**config.mk**
```make
export PLATFORM = sky130hd
export DESIGN_NAME = ads1299_frame_reader
export DESIGN_NICKNAME = d
export VERILOG_FILES = /design/src/rtl/ads1299_pkg.sv /design/src/rtl/spi_sclk_gen.sv /design/src/rtl/ads1299_frame_reader.sv
export SDC_FILE = /design/constraint.sdc
export NUM_CORES = 1
export LEC_CHECK = 0
export ABC_AREA = 1
export CAP_MARGIN = 20
export CORE_UTILIZATION = 57
export DETAILED_ROUTE_END_ITERATION = 6
export PLACE_DENSITY_LB_ADDON = 0.15
export SLEW_MARGIN = 10
export SYNTH_ARGS = -nofsm -noshare
export SYNTH_HDL_FRONTEND = slang
export SYNTH_SLANG_ARGS = --single-unit
```
**constraint.sdc**
```tcl
create_clock -name clk -period 2.1 [get_ports clk]
set_input_delay 0.21 -clock clk [delete_from_list [all_inputs] [get_ports clk]]
set_output_delay 0.21 -clock clk [all_outputs]
set_load 0.03 [all_outputs]
```
**src/rtl/ads1299_pkg.sv**
```systemverilog
// Shared constants, frame-length helper and FSM state encoding for the ADS1299 frame reader.
package ads1299_pkg;

  localparam int ADS_WORD_W = 24;
  localparam logic [3:0] ADS_HEADER_NIBBLE = 4'b1100;

  typedef enum logic [2:0] {
    IDLE   = 3'd0,
    SETUP  = 3'd1,
    SHIFT  = 3'd2,
    HOLD   = 3'd3,
    OUTPUT = 3'd4
  } ads_state_e;

  function automatic int frame_bits(input int n_ch);
    return ADS_WORD_W + ADS_WORD_W * n_ch;
  endfunction

endpackage

```
**src/rtl/spi_sclk_gen.sv**
```systemverilog
// SPI clock divider: while enabled, sclk idles low for CLK_DIV cycles then toggles every CLK_DIV
// cycles; rise/fall strobe in the cycle whose closing edge moves sclk.
module spi_sclk_gen #(
  parameter int CLK_DIV = 25
) (
  input  logic clk,
  input  logic reset_n,
  input  logic en,
  output logic sclk,
  output logic rise,
  output logic fall
);

  localparam int CNT_W = (CLK_DIV > 1) ? $clog2(CLK_DIV) : 1;
  localparam logic [CNT_W-1:0] CNT_LAST = CNT_W'(CLK_DIV - 1);

  logic [CNT_W-1:0] cnt_reg;
  logic             sclk_reg;
  logic             terminal;

  assign terminal = en && (cnt_reg == CNT_LAST);
  assign rise     = terminal && !sclk_reg;
  assign fall     = terminal && sclk_reg;
  assign sclk     = sclk_reg;

  always_ff @(posedge clk or negedge reset_n) begin
    if (!reset_n) begin
      cnt_reg  <= '0;
      sclk_reg <= 1'b0;
    end else if (!en) begin
      cnt_reg  <= '0;
      sclk_reg <= 1'b0;
    end else if (terminal) begin
      cnt_reg  <= '0;
      sclk_reg <= !sclk_reg;
    end else begin
      cnt_reg <= cnt_reg + 1'b1;
    end
  end

endmodule

```
**src/rtl/ads1299_frame_reader.sv**
```systemverilog
// Reads ADS1299 RDATAC frames on each DRDY and emits the selected channel as a sign-extended sample.
// Optional header check enabled by defining ADS_HEADER_CHECK_EN.
module ads1299_frame_reader
  import ads1299_pkg::*;
#(
  parameter int CLK_DIV = 25,
  parameter int N_CH    = 8,
  parameter int Q_OUT   = 32
) (
  input  logic             clk,
  input  logic             reset_n,
  input  logic             drdy_n,
  input  logic             dout,
  input  logic [2:0]       ch_sel,
  output logic             cs_n,
  output logic             sclk,
  output logic [Q_OUT-1:0] x,
  output logic             x_valid,
  output logic [23:0]      status,
  output logic             frame_err,
  output logic             overrun
);

  localparam int FRAME_BITS = frame_bits(N_CH);
  localparam int BIT_W      = $clog2(FRAME_BITS + 1);
  localparam int HOLD_W     = (CLK_DIV > 1) ? $clog2(CLK_DIV) : 1;
  localparam logic [BIT_W-1:0]  HDR_END   = BIT_W'(ADS_WORD_W);
  localparam logic [BIT_W-1:0]  FRAME_END = BIT_W'(FRAME_BITS);
  localparam logic [HOLD_W-1:0] HOLD_LAST = HOLD_W'(CLK_DIV - 1);

  logic drdy_meta_reg, drdy_sync_reg, drdy_prev_reg;
  logic dout_meta_reg, dout_sync_reg;
  logic drdy_fall;

  ads_state_e              state_reg;
  logic [BIT_W-1:0]        bit_cnt_reg;
  logic [BIT_W-1:0]        bit_cnt_next;
  logic [BIT_W-1:0]        chan_end;
  logic [HOLD_W-1:0]       hold_cnt_reg;
  logic [ADS_WORD_W-1:0]   shift_reg;
  logic [ADS_WORD_W-1:0]   shift_next;
  logic [ADS_WORD_W-1:0]   header_reg;
  logic [ADS_WORD_W-1:0]   chan_reg;
  logic [2:0]              ch_reg;
  logic [2:0]              ch_clamped;
  logic                    cs_n_reg;
  logic [Q_OUT-1:0]        x_reg;
  logic                    x_valid_reg;
  logic [23:0]             status_reg;
  logic                    overrun_reg;
  logic                    hdr_ok;
  logic                    gen_en;
  logic                    sclk_rise;
  logic                    sclk_fall;

  always_ff @(posedge clk or negedge reset_n) begin
    if (!reset_n) begin
      drdy_meta_reg <= 1'b1;
      drdy_sync_reg <= 1'b1;
      drdy_prev_reg <= 1'b1;
      dout_meta_reg <= 1'b0;
      dout_sync_reg <= 1'b0;
    end else begin
      drdy_meta_reg <= drdy_n;
      drdy_sync_reg <= drdy_meta_reg;
      drdy_prev_reg <= drdy_sync_reg;
      dout_meta_reg <= dout;
      dout_sync_reg <= dout_meta_reg;
    end
  end

  assign drdy_fall    = drdy_prev_reg && !drdy_sync_reg;
  assign gen_en       = (state_reg == SETUP) || (state_reg == SHIFT);
  assign shift_next   = {shift_reg[ADS_WORD_W-2:0], dout_sync_reg};
  assign bit_cnt_next = bit_cnt_reg + 1'b1;
  assign ch_clamped   = (int'(ch_sel) >= N_CH) ? 3'(N_CH - 1) : ch_sel;
  // Channel k ends (k+2) words into the frame: one header word plus k+1 channel words.
  assign chan_end     = BIT_W'((int'(ch_reg) + 2) * ADS_WORD_W);

  spi_sclk_gen #(
    .CLK_DIV (CLK_DIV)
  ) u_sclk_gen (
    .clk     (clk),
    .reset_n (reset_n),
    .en      (gen_en),
    .sclk    (sclk),
    .rise    (sclk_rise),
    .fall    (sclk_fall)
  );

  always_ff @(posedge clk or negedge reset_n) begin
    if (!reset_n) begin
      state_reg    <= IDLE;
      bit_cnt_reg  <= '0;
      hold_cnt_reg <= '0;
      shift_reg    <= '0;
      header_reg   <= '0;
      chan_reg     <= '0;
      ch_reg       <= '0;
      cs_n_reg     <= 1'b1;
      x_reg        <= '0;
      x_valid_reg  <= 1'b0;
      status_reg   <= '0;
      overrun_reg  <= 1'b0;
    end else begin
      x_valid_reg <= 1'b0;
      overrun_reg <= drdy_fall && (state_reg != IDLE);
      case (state_reg)
        IDLE: begin
          if (drdy_fall) begin
            state_reg    <= SETUP;
            cs_n_reg     <= 1'b0;
            ch_reg       <= ch_clamped;
            bit_cnt_reg  <= '0;
            hold_cnt_reg <= '0;
          end
        end
        SETUP: begin
          if (sclk_rise) state_reg <= SHIFT;
        end
        SHIFT: begin
          if (sclk_fall) begin
            shift_reg   <= shift_next;
            bit_cnt_reg <= bit_cnt_next;
            if (bit_cnt_next == HDR_END) header_reg <= shift_next;
            if (bit_cnt_next == chan_end) chan_reg <= shift_next;
            if (bit_cnt_next == FRAME_END) state_reg <= HOLD;
          end
        end
        HOLD: begin
          if (hold_cnt_reg == HOLD_LAST) begin
            cs_n_reg  <= 1'b1;
            state_reg <= OUTPUT;
          end else begin
            hold_cnt_reg <= hold_cnt_reg + 1'b1;
          end
        end
        OUTPUT: begin
          status_reg <= header_reg;
          if (hdr_ok) begin
            x_reg       <= {{(Q_OUT - ADS_WORD_W){chan_reg[ADS_WORD_W-1]}}, chan_reg};
            x_valid_reg <= 1'b1;
          end
          state_reg <= IDLE;
        end
        default: state_reg <= IDLE;
      endcase
    end
  end

`ifdef ADS_HEADER_CHECK_EN
  logic frame_err_reg;

  assign hdr_ok = (header_reg[ADS_WORD_W-1 -: 4] == ADS_HEADER_NIBBLE);

  always_ff @(posedge clk or negedge reset_n) begin
    if (!reset_n) frame_err_reg <= 1'b0;
    else          frame_err_reg <= (state_reg == OUTPUT) && !hdr_ok;
  end

  assign frame_err = frame_err_reg;
`else
  assign hdr_ok    = 1'b1;
  assign frame_err = 1'b0;
`endif

  assign cs_n    = cs_n_reg;
  assign x       = x_reg;
  assign x_valid = x_valid_reg;
  assign status  = status_reg;
  assign overrun = overrun_reg;

endmodule
```
## Word-level counts from Yosys, hierarchy flattened

Index checks and enable logic that the tools add are counted.

- Flip-flop bits (word level): 152
- Bits of input ports: 7
- Output and inout bits: 61

- Add/subtract/negate cells: 4
- Multiply operators: 1
- Eq/ne operators: 16
- Multiplexer cells: 20
- Reduce and logical (&&, ||, !) cells: 20

Operators with widths:

| operator | count |
|---|---|
| two-way mux 5 bit | 4 |
| two-way mux 8 bit | 2 |
| one-hot mux 8 bit (2 select lines) | 1 |
| two-way mux 3 bit | 5 |
| AND reduction 3 bit | 5 |
| != test 2 bit, second input constant | 6 |
| one-hot mux 3 bit (4 select lines) | 1 |
| adder 5 x 1 -> 5 bit, second input constant | 2 |
| equality test 5 bit, second input constant | 2 |
| one-hot mux 5 bit (2 select lines) | 1 |
| adder 8 x 1 -> 8 bit, second input constant | 1 |
| equality test 8 x 5 -> 1 bit, second input constant | 1 |
| equality test 8 bit | 1 |
| equality test 8 bit, second input constant | 1 |
| equality test 3 x 2 -> 1 bit, second input constant | 2 |
| logical AND 1 bit | 5 |
| multiplier 4 x 2 -> 5 bit, second input constant | 1 |
| two-way mux 1 bit | 5 |
| AND reduction 5 bit | 1 |
| adder 3 x 2 -> 4 bit, second input constant | 1 |
| AND reduction 2 bit | 2 |
| nonzero test 2 bit | 2 |
| equality test 3 x 1 -> 1 bit, second input constant | 1 |
| equality test 3 bit, second input constant | 1 |
| other kinds (6) | 7 |

## Depth between registers and ports, before layout

Gate-level depths: netlist (run 1).

- Depth in word-level cells: 6
- Depth in mapped cells: 13
- Depth with buffers taken out: 12

## Modules after synthesis

Synthesis (run 1) repeated with hierarchy kept, for this count alone.

- Cell total of the unflattened synthesis: 758
- Area total of the unflattened synthesis: 6751.5 um^2

Modules (own cells, without submodules):

| module | times used | cells an instance | area each (um^2) |
|---|---|---|---|
| ads1299_frame_reader | 1 | 720 | 6429.9 |
| spi_sclk_gen | 1 | 38 | 321.6 |

## Worst setup path after synthesis (run 1)

OpenSTA, ideal clock, no wires.

- Path kind: flip-flop to flip-flop
- From: register ch_reg[1]
- To: register chan_reg[0]
- Library setup time: 117 ps
- Arrival: 1774 ps
- Data required time: 1983 ps
- Path slack: 209 ps
- Stages on the path, launching flop included: 13
- Path buffers: 1
- Period minus slack after synthesis: 1891 ps
- Cells stage by stage: dfrtp_1 inv_1 ha_1 or2_2 nand2_1 nand2_1 nand2_1 nand2_1 nand2_1 nand3_4 buf_6 nand2_1 nand2_1

- Cells in the longest elaborated chain, start to end: 4

Ends and longest elaborated chain:

| what | line | RTL |
|---|---|---|
| start: declaration | ads1299_frame_reader.sv:44 | `logic [2:0] ch_reg;` |
| start signal: assignment | ads1299_frame_reader.sv:113 | `ch_reg <= ch_clamped;` |
| adder 3 x 2 -> 4 bit | ads1299_frame_reader.sv:78 | `assign chan_end = BIT_W'((int'(ch_reg) + 2) * ADS_WORD_W);` |
| multiplier 4 x 2 -> 5 bit | ads1299_frame_reader.sv:78 |  |
| equality test 8 bit | ads1299_frame_reader.sv:126 | `if (bit_cnt_next == chan_end) chan_reg <= shift_next;` |
| AND reduction 3 bit (no source line) | - |  |
| end signal: assignment | ads1299_frame_reader.sv:126 |  |
| end: declaration | ads1299_frame_reader.sv:43 | `logic [ADS_WORD_W-1:0] chan_reg;` |

No other way between the ends.
A chain may end at the register's enable or synchronous reset.

## Final worst setup path (run 1)

- From: register ch_reg[1]
- To: register chan_reg[9]

Same word-level chain as after synthesis.

==> results of run 1 <==
through the flow:
step           setup WS (ps)  power, mW  hold slack (ps)  instance area [sq um]
2_1_floorplan            209       3.97            -85.6                   6560
3_3_place_gp            87.4       4.29              244                   7310
3_5_place_dp           -10.0       4.36              235                   7310
4_1_cts                 14.6       7.69              190                   7990
5_1_grt                -30.8       8.48              196                   8200
6_report                70.3       8.14              200                   8200
power groups by stage:
stage	Clock (mW)	Combinational [mW]	Sequential, mW
2_1_floorplan	0	0.823	3.15
3_3_place_gp	0	1.14	3.15
3_5_place_dp	0	1.20	3.16
4_1_cts	3.33	1.25	3.11
5_1_grt	3.46	1.89	3.12
6_report	3.29	1.74	3.11
cell usage after synthesis (all sizes together):
| master | number |
|---|---|
| buf | 23 |
| a21oi | 4 |
| xor2 | 2 |
| nand4 | 29 |
| or2 | 1 |
| inv | 61 |
| nor2 | 24 |
| nand2 | 316 |
| dfstp | 4 |
| nand3 | 31 |
| o22ai | 2 |
| clkbuf | 14 |
| o21bai | 1 |
| o21ai | 62 |
| nand3b | 3 |
| conb | 1 |
| xnor2 | 1 |
| dfrtp | 148 |
| ha | 10 |
routing by layer:
| metal | vias up | global-route usage |
|---|---|---|
| li1 | 2474 | - |
| met4 | 0 | 0.0876 |
| met3 | 23 | 0.0496 |
| met1 | 2541 | 0.306 |
| met5 | - | 0 |
| met2 | 159 | 0.444 |
placed cells by master (no fill, tap or decap), drive strengths merged:
master,n
a21oi,4
clkinv,7
nor2,24
nand3b,3
clkbuf,20
xnor2,1
ha,10
or2,1
clkdlybuf4s50,65
dfstp,4
dfrtp,148
nand4,29
o21bai,1
clkinvlp,2
xor2,2
nand2,316
buf,17
nand3,34
o21ai,62
inv,61
dlygate4sd3,1
conb,1
o22ai,2
bufinv,5
final cells by class:
cell class,instances,area [sq um],share of cell area
sequential,152,3810,0.465
multi-input combinational,490,2390,0.291
timing repair buffer,85,953,0.116
clock buffer,18,439,0.0536
inverter,61,229,0.0279
clock inverter,14,204,0.0249
tap,140,175,0.0214
timing repair:
action	in CTS	in global routing
endpoints found under the setup margin	14	50
hold endpoints to repair	61	0
gates cloned	1	5
pin swaps	1	5
buffers inserted	0	4
hold buffers	1	0
resized for setup	4	20
worst max-delay path, stage by stage (launching register included):
cell and delay (ps):
dfrtp_1 410, inv_2 120, ha_4 210, or2_2 280, nand3b_1 120, nand4_1 160, nand2_4 250, nand3_4 180
nand2_1 110, nand2_1 60
cells by family (layout without fill, tap and decap cells):
logic type | count (synthesis) | after routing | synth area share
AOI/OAI and AO/OA | 69 | 69 | 0.0614
and+or+nand+nor | 404 | 407 | 0.264
xor gates and xnor gates | 3 | 3 | 0.00401
buffers and inverters | 98 | 178 | 0.0698
adders and majority gates | 10 | 10 | 0.0191
DFF | 152 | 152 | 0.581
other | 1 | 1 | 0.000572
final timing paths:
kind                          startpoint       endpoint  slack, ps  depth (start not counted)
max                            ch_reg[1]    chan_reg[9]         70                          9
min                               drdy_n  drdy_meta_reg        200                          1
min in group asynchronous        reset_n          x[23]        350                          2
min reg2reg                dout_meta_reg  dout_sync_reg        350                          0
max reg2reg                    ch_reg[1]    chan_reg[9]         70                          9
max in group asynchronous        reset_n   chan_reg[14]       1040                          3
==> metrics, run 1 <==
status finished clean; die height 109 um; Die X 109 um; met3 wire length ~560 um; H-tree levels 4; actual slew at the worst max-slew pin 598 ps; Critical Path RT 2400 ps; total congestion overflow 0; Seq/Total Area, Yosys 0.581; first-pass GRT wire length 22800 um; switching part of the total 0.281; DRT iter0 DRCs 406; fill count 780; Final Hold Vio Count 0; Via density about 5.4; final wirelength 14400 um; clk slew on worst S/H paths 60 ps; Net Switching 2.28 mW; maximum vdd drop slightly above 0.8 mV; final worst-path cycle share 0.967; Clk pwr share 0.404; Pins Over Slew Limit 0; post-synth net total about 750; metal2 WL 7680 um; Crit. End Element flop; row count 38; non-filler cells, final 960; Syn Std Cell Area 0.00656 sq mm; DRC Markers 0; vias in the first global route around 5000; Crit Path Category flop to flop; Post-Syn Instances about 740; Initial Util 0.594; CTS Buf Count 17; layout cells sized above 1 0.121; Comb pwr share 0.214; FMAX just under 500 MHz; Max Used Layer met4; synth top area cells dfrtp_1 56%, nand2_1 18%, inv_1 3.4%; Setup Viol. Count Final 0; gr usage total 0.251; WL/cell between 10 and 15 um; Power Dens Cells 992 mW/mm^2; flops & latches, synth 152; YS warnings 0; Startpoint Class flop; min-delay worst type primary input to flop; min cycle time layout 2030 ps; clock buffer depth 2; initial antenna violation count 0; leading area contributor after synthesis dfrtp_1; share of the core filled with cells 0.743; TritonCTS clock tree yes; Final GP Congestion around 0.85; CP arrival about 2300 ps; Leakage 4.04 nW; Fin Clk Skew 5.47 ps; I/O pin total 68; routed vias 5197; NumNets Final 824; die area 0.0119 sq mm; Root Buffer Master clkbuf_16; First-pass DRT Iterations 5; Netlist cell types 31; syn avg cell area 8.90 sq um; largest net degree at the start of global routing 65; input/output buffers 66; Ant. Diodes 0; maxcap violations 0; Synth top area share 0.565; Area growth, synth to finish 25.0%; CORE AREA 0.0110 sq mm; HPWL Detailed 8910 um; Flop pwr share 0.382; Clk Latency, worst-skew pair 420 ps; cell count after placement between 900 and 1000; Critical Path Fanout Max 8; WL met1 between 5000 and 6000 um; Clock Sinks 152; Final ANT Viol Nets 0; Setup TNS 0 ps; Internal 5.85 mW; Rel. slew slack 0.601
(Power assumes the default switching activity.)
==> inputs of run 2 (changes only) <==
--- a/config.mk
+++ b/config.mk
@@ -7,7 +7,8 @@
 export LEC_CHECK = 0
 export ABC_AREA = 1
 export CAP_MARGIN = 20
-export CORE_UTILIZATION = 57
+export CORE_UTILIZATION = 59
+export CTS_BUF_LIST = sky130_fd_sc_hd__clkbuf_4 sky130_fd_sc_hd__clkbuf_8
 export DETAILED_ROUTE_END_ITERATION = 6
 export PLACE_DENSITY_LB_ADDON = 0.15
 export SLEW_MARGIN = 10
==> run 2 against run 1 <==
Compared with the run above:
- global-route usage is 0.14 points lower
- sequential power is essentially flat
- register-to-register slack lost 50 ps
- critical path type unchanged
- critical endpoint is now chan_reg[4]
- largest cell class unchanged
- highest routed layer unchanged
==> metrics, run 2 (synthesis results as in run 1) <==
status finished clean; most frequent cells in the layout 311 x nand2_1, 146 x dfrtp_1, 65 x clkdlybuf4s50_1; Via density 5.36; final hold slack 160 ps; Setup TNS 0 ps; Initial Util 0.605; HPWL Detailed 8760 um; actual slew at the worst max-slew pin 547 ps; Clock Sinks 152; Leakage approximately 3.9 nW; FMAX 481 MHz; register area 0.00381 sq mm; maxcap violations 0; H-tree levels 4; Final ANT Viol Nets 0; fill count 765; Final GP Congestion 0.858; clk slew on worst S/H paths 80 ps; routed vias 5146; worst setup margin approximately 22 ps; Critical Path Source ch_reg[1]; CTS Buf Count 17; Root Buffer Master clkbuf_8; dpl cell area 0.00729 sq mm; Crit. End Element flop; total congestion overflow 0; hold wc startpoint drdy_n; multi-input logic area 0.00238 sq mm; maximum vdd drop 0.605 mV; Fin Clk Skew 6.42 ps; Startpoint Class flop; Crit Path Category flop to flop; pre-CTS setup slack 35.2 ps; CORE AREA 0.0108 sq mm; First-pass DRT Iterations 5; DRT iter0 DRCs 412; design area 0.00798 sq mm; Critical Path Fanout Max 8; WL/cell roughly 14 um; NumNets Final 826; input/output buffers 66; die area 0.0115 sq mm; first-pass GRT wire length 22100 um; non-filler cells, final 960; final worst-path cycle share 0.990; final wirelength 13900 um; vias in the first global route 4883; DRC Markers 0; Clk Latency, worst-skew pair 450 ps; min-delay worst type primary input to flop; clock buffer depth 2; Power Dens Cells approximately 900 mW/mm^2; min cycle time layout 2080 ps; I/O pin total 68; Critical R2R Launch ch_reg[1]; Final Hold Vio Count 0; Rel. slew slack 0.635; row count 38; Ant. Diodes 0; CP arrival 2470 ps; Setup Viol. Count Final 0; Pins Over Slew Limit 0; Critical Path RT 2490 ps; TritonCTS clock tree yes; gr usage total 0.250; initial antenna violation count 0; die height around 110 um; cell count after placement 918; Area growth, synth to finish 21.7%; most common cell after layout, fill and taps aside nand2_1; largest net degree at the start of global routing between 50 and 60; Die X between 100 and 150 um; layout cells sized above 1 0.118
-- run 2: cell count changes in the layout (fill, tap and decap cells not counted), moves of 2 or more --
cell,delta
clkbuf_16,-16
clkinv_2,-3
nand2_1,+2
clkbuf_8,+20
buf_4,+2
nand2_2,-2
bufinv_16,-2
-- run 2: final timing paths --
path                                       to  cells past startpoint  slack (ps)
worst min-delay path            drdy_meta_reg                      1         160
min in group asynchronous               x[23]                      2         290
worst min register to register  drdy_sync_reg                      0         360
max in group asynchronous                cs_n                      3        1120
worst max-delay path              chan_reg[4]                      9          20
worst max register to register    chan_reg[4]                      9          20
-- run 2: repair_timing --
item,in CTS,in global routing
resized for setup,0,23
setup buffers,0,4
hold buffers,1,0
hold endpoints to repair,55,0
setup endpoints to repair,0,50
-- run 2: report_power, final --
part | internal [mW] | total [mW] | switching [mW]
combinational | 0.696 | 1.72 | 1.02
sequential | 3.01 | 3.11 | 0.0952
clock | 1.30 | 2.34 | 1.04
-- run 2: layer usage --
metal  wire length (um)  track usage  part of all wire  up-vias
met1               5780        0.307              0.42     2480
li1                   -            -                 -     2479
met4                372       0.0998             0.027        0
met2               7130        0.425              0.51      149
met5                  0            0                 0        -
met3                617       0.0623             0.044       38
-- run 2: cell type report --
| type | instances | share of cell area |
|---|---|---|
| repair buffers | 87 | 0.122 |
| flip-flops and latches | 152 | 0.478 |
| clock inverters | 8 | 0.0151 |
| multi-input cells | 490 | 0.298 |
| clock buffers | 22 | 0.0372 |
| inverters | 61 | 0.0287 |
| well taps | 140 | 0.0220 |
-- run 2: critical path, stage by stage (launching register included) --
cell	delay, ps
dfrtp_1	430
inv_2	120
ha_4	210
or2_2	280
nand3b_1	130
nand4_1	160
nand2_4	250
clkbuf_16	200
nand4_1	130
nand2_1	100
-- run 2: stage by stage --
| step | power, mW | utilization |
|---|---|---|
| after floorplan | 3.97 | - |
| after global placement | 4.21 | 0.673 |
| after detailed placement | 4.28 | 0.673 |
| after CTS | 6.59 | 0.712 |
| after global routing | 7.47 | 0.736 |
| final | 7.16 | 0.736 |
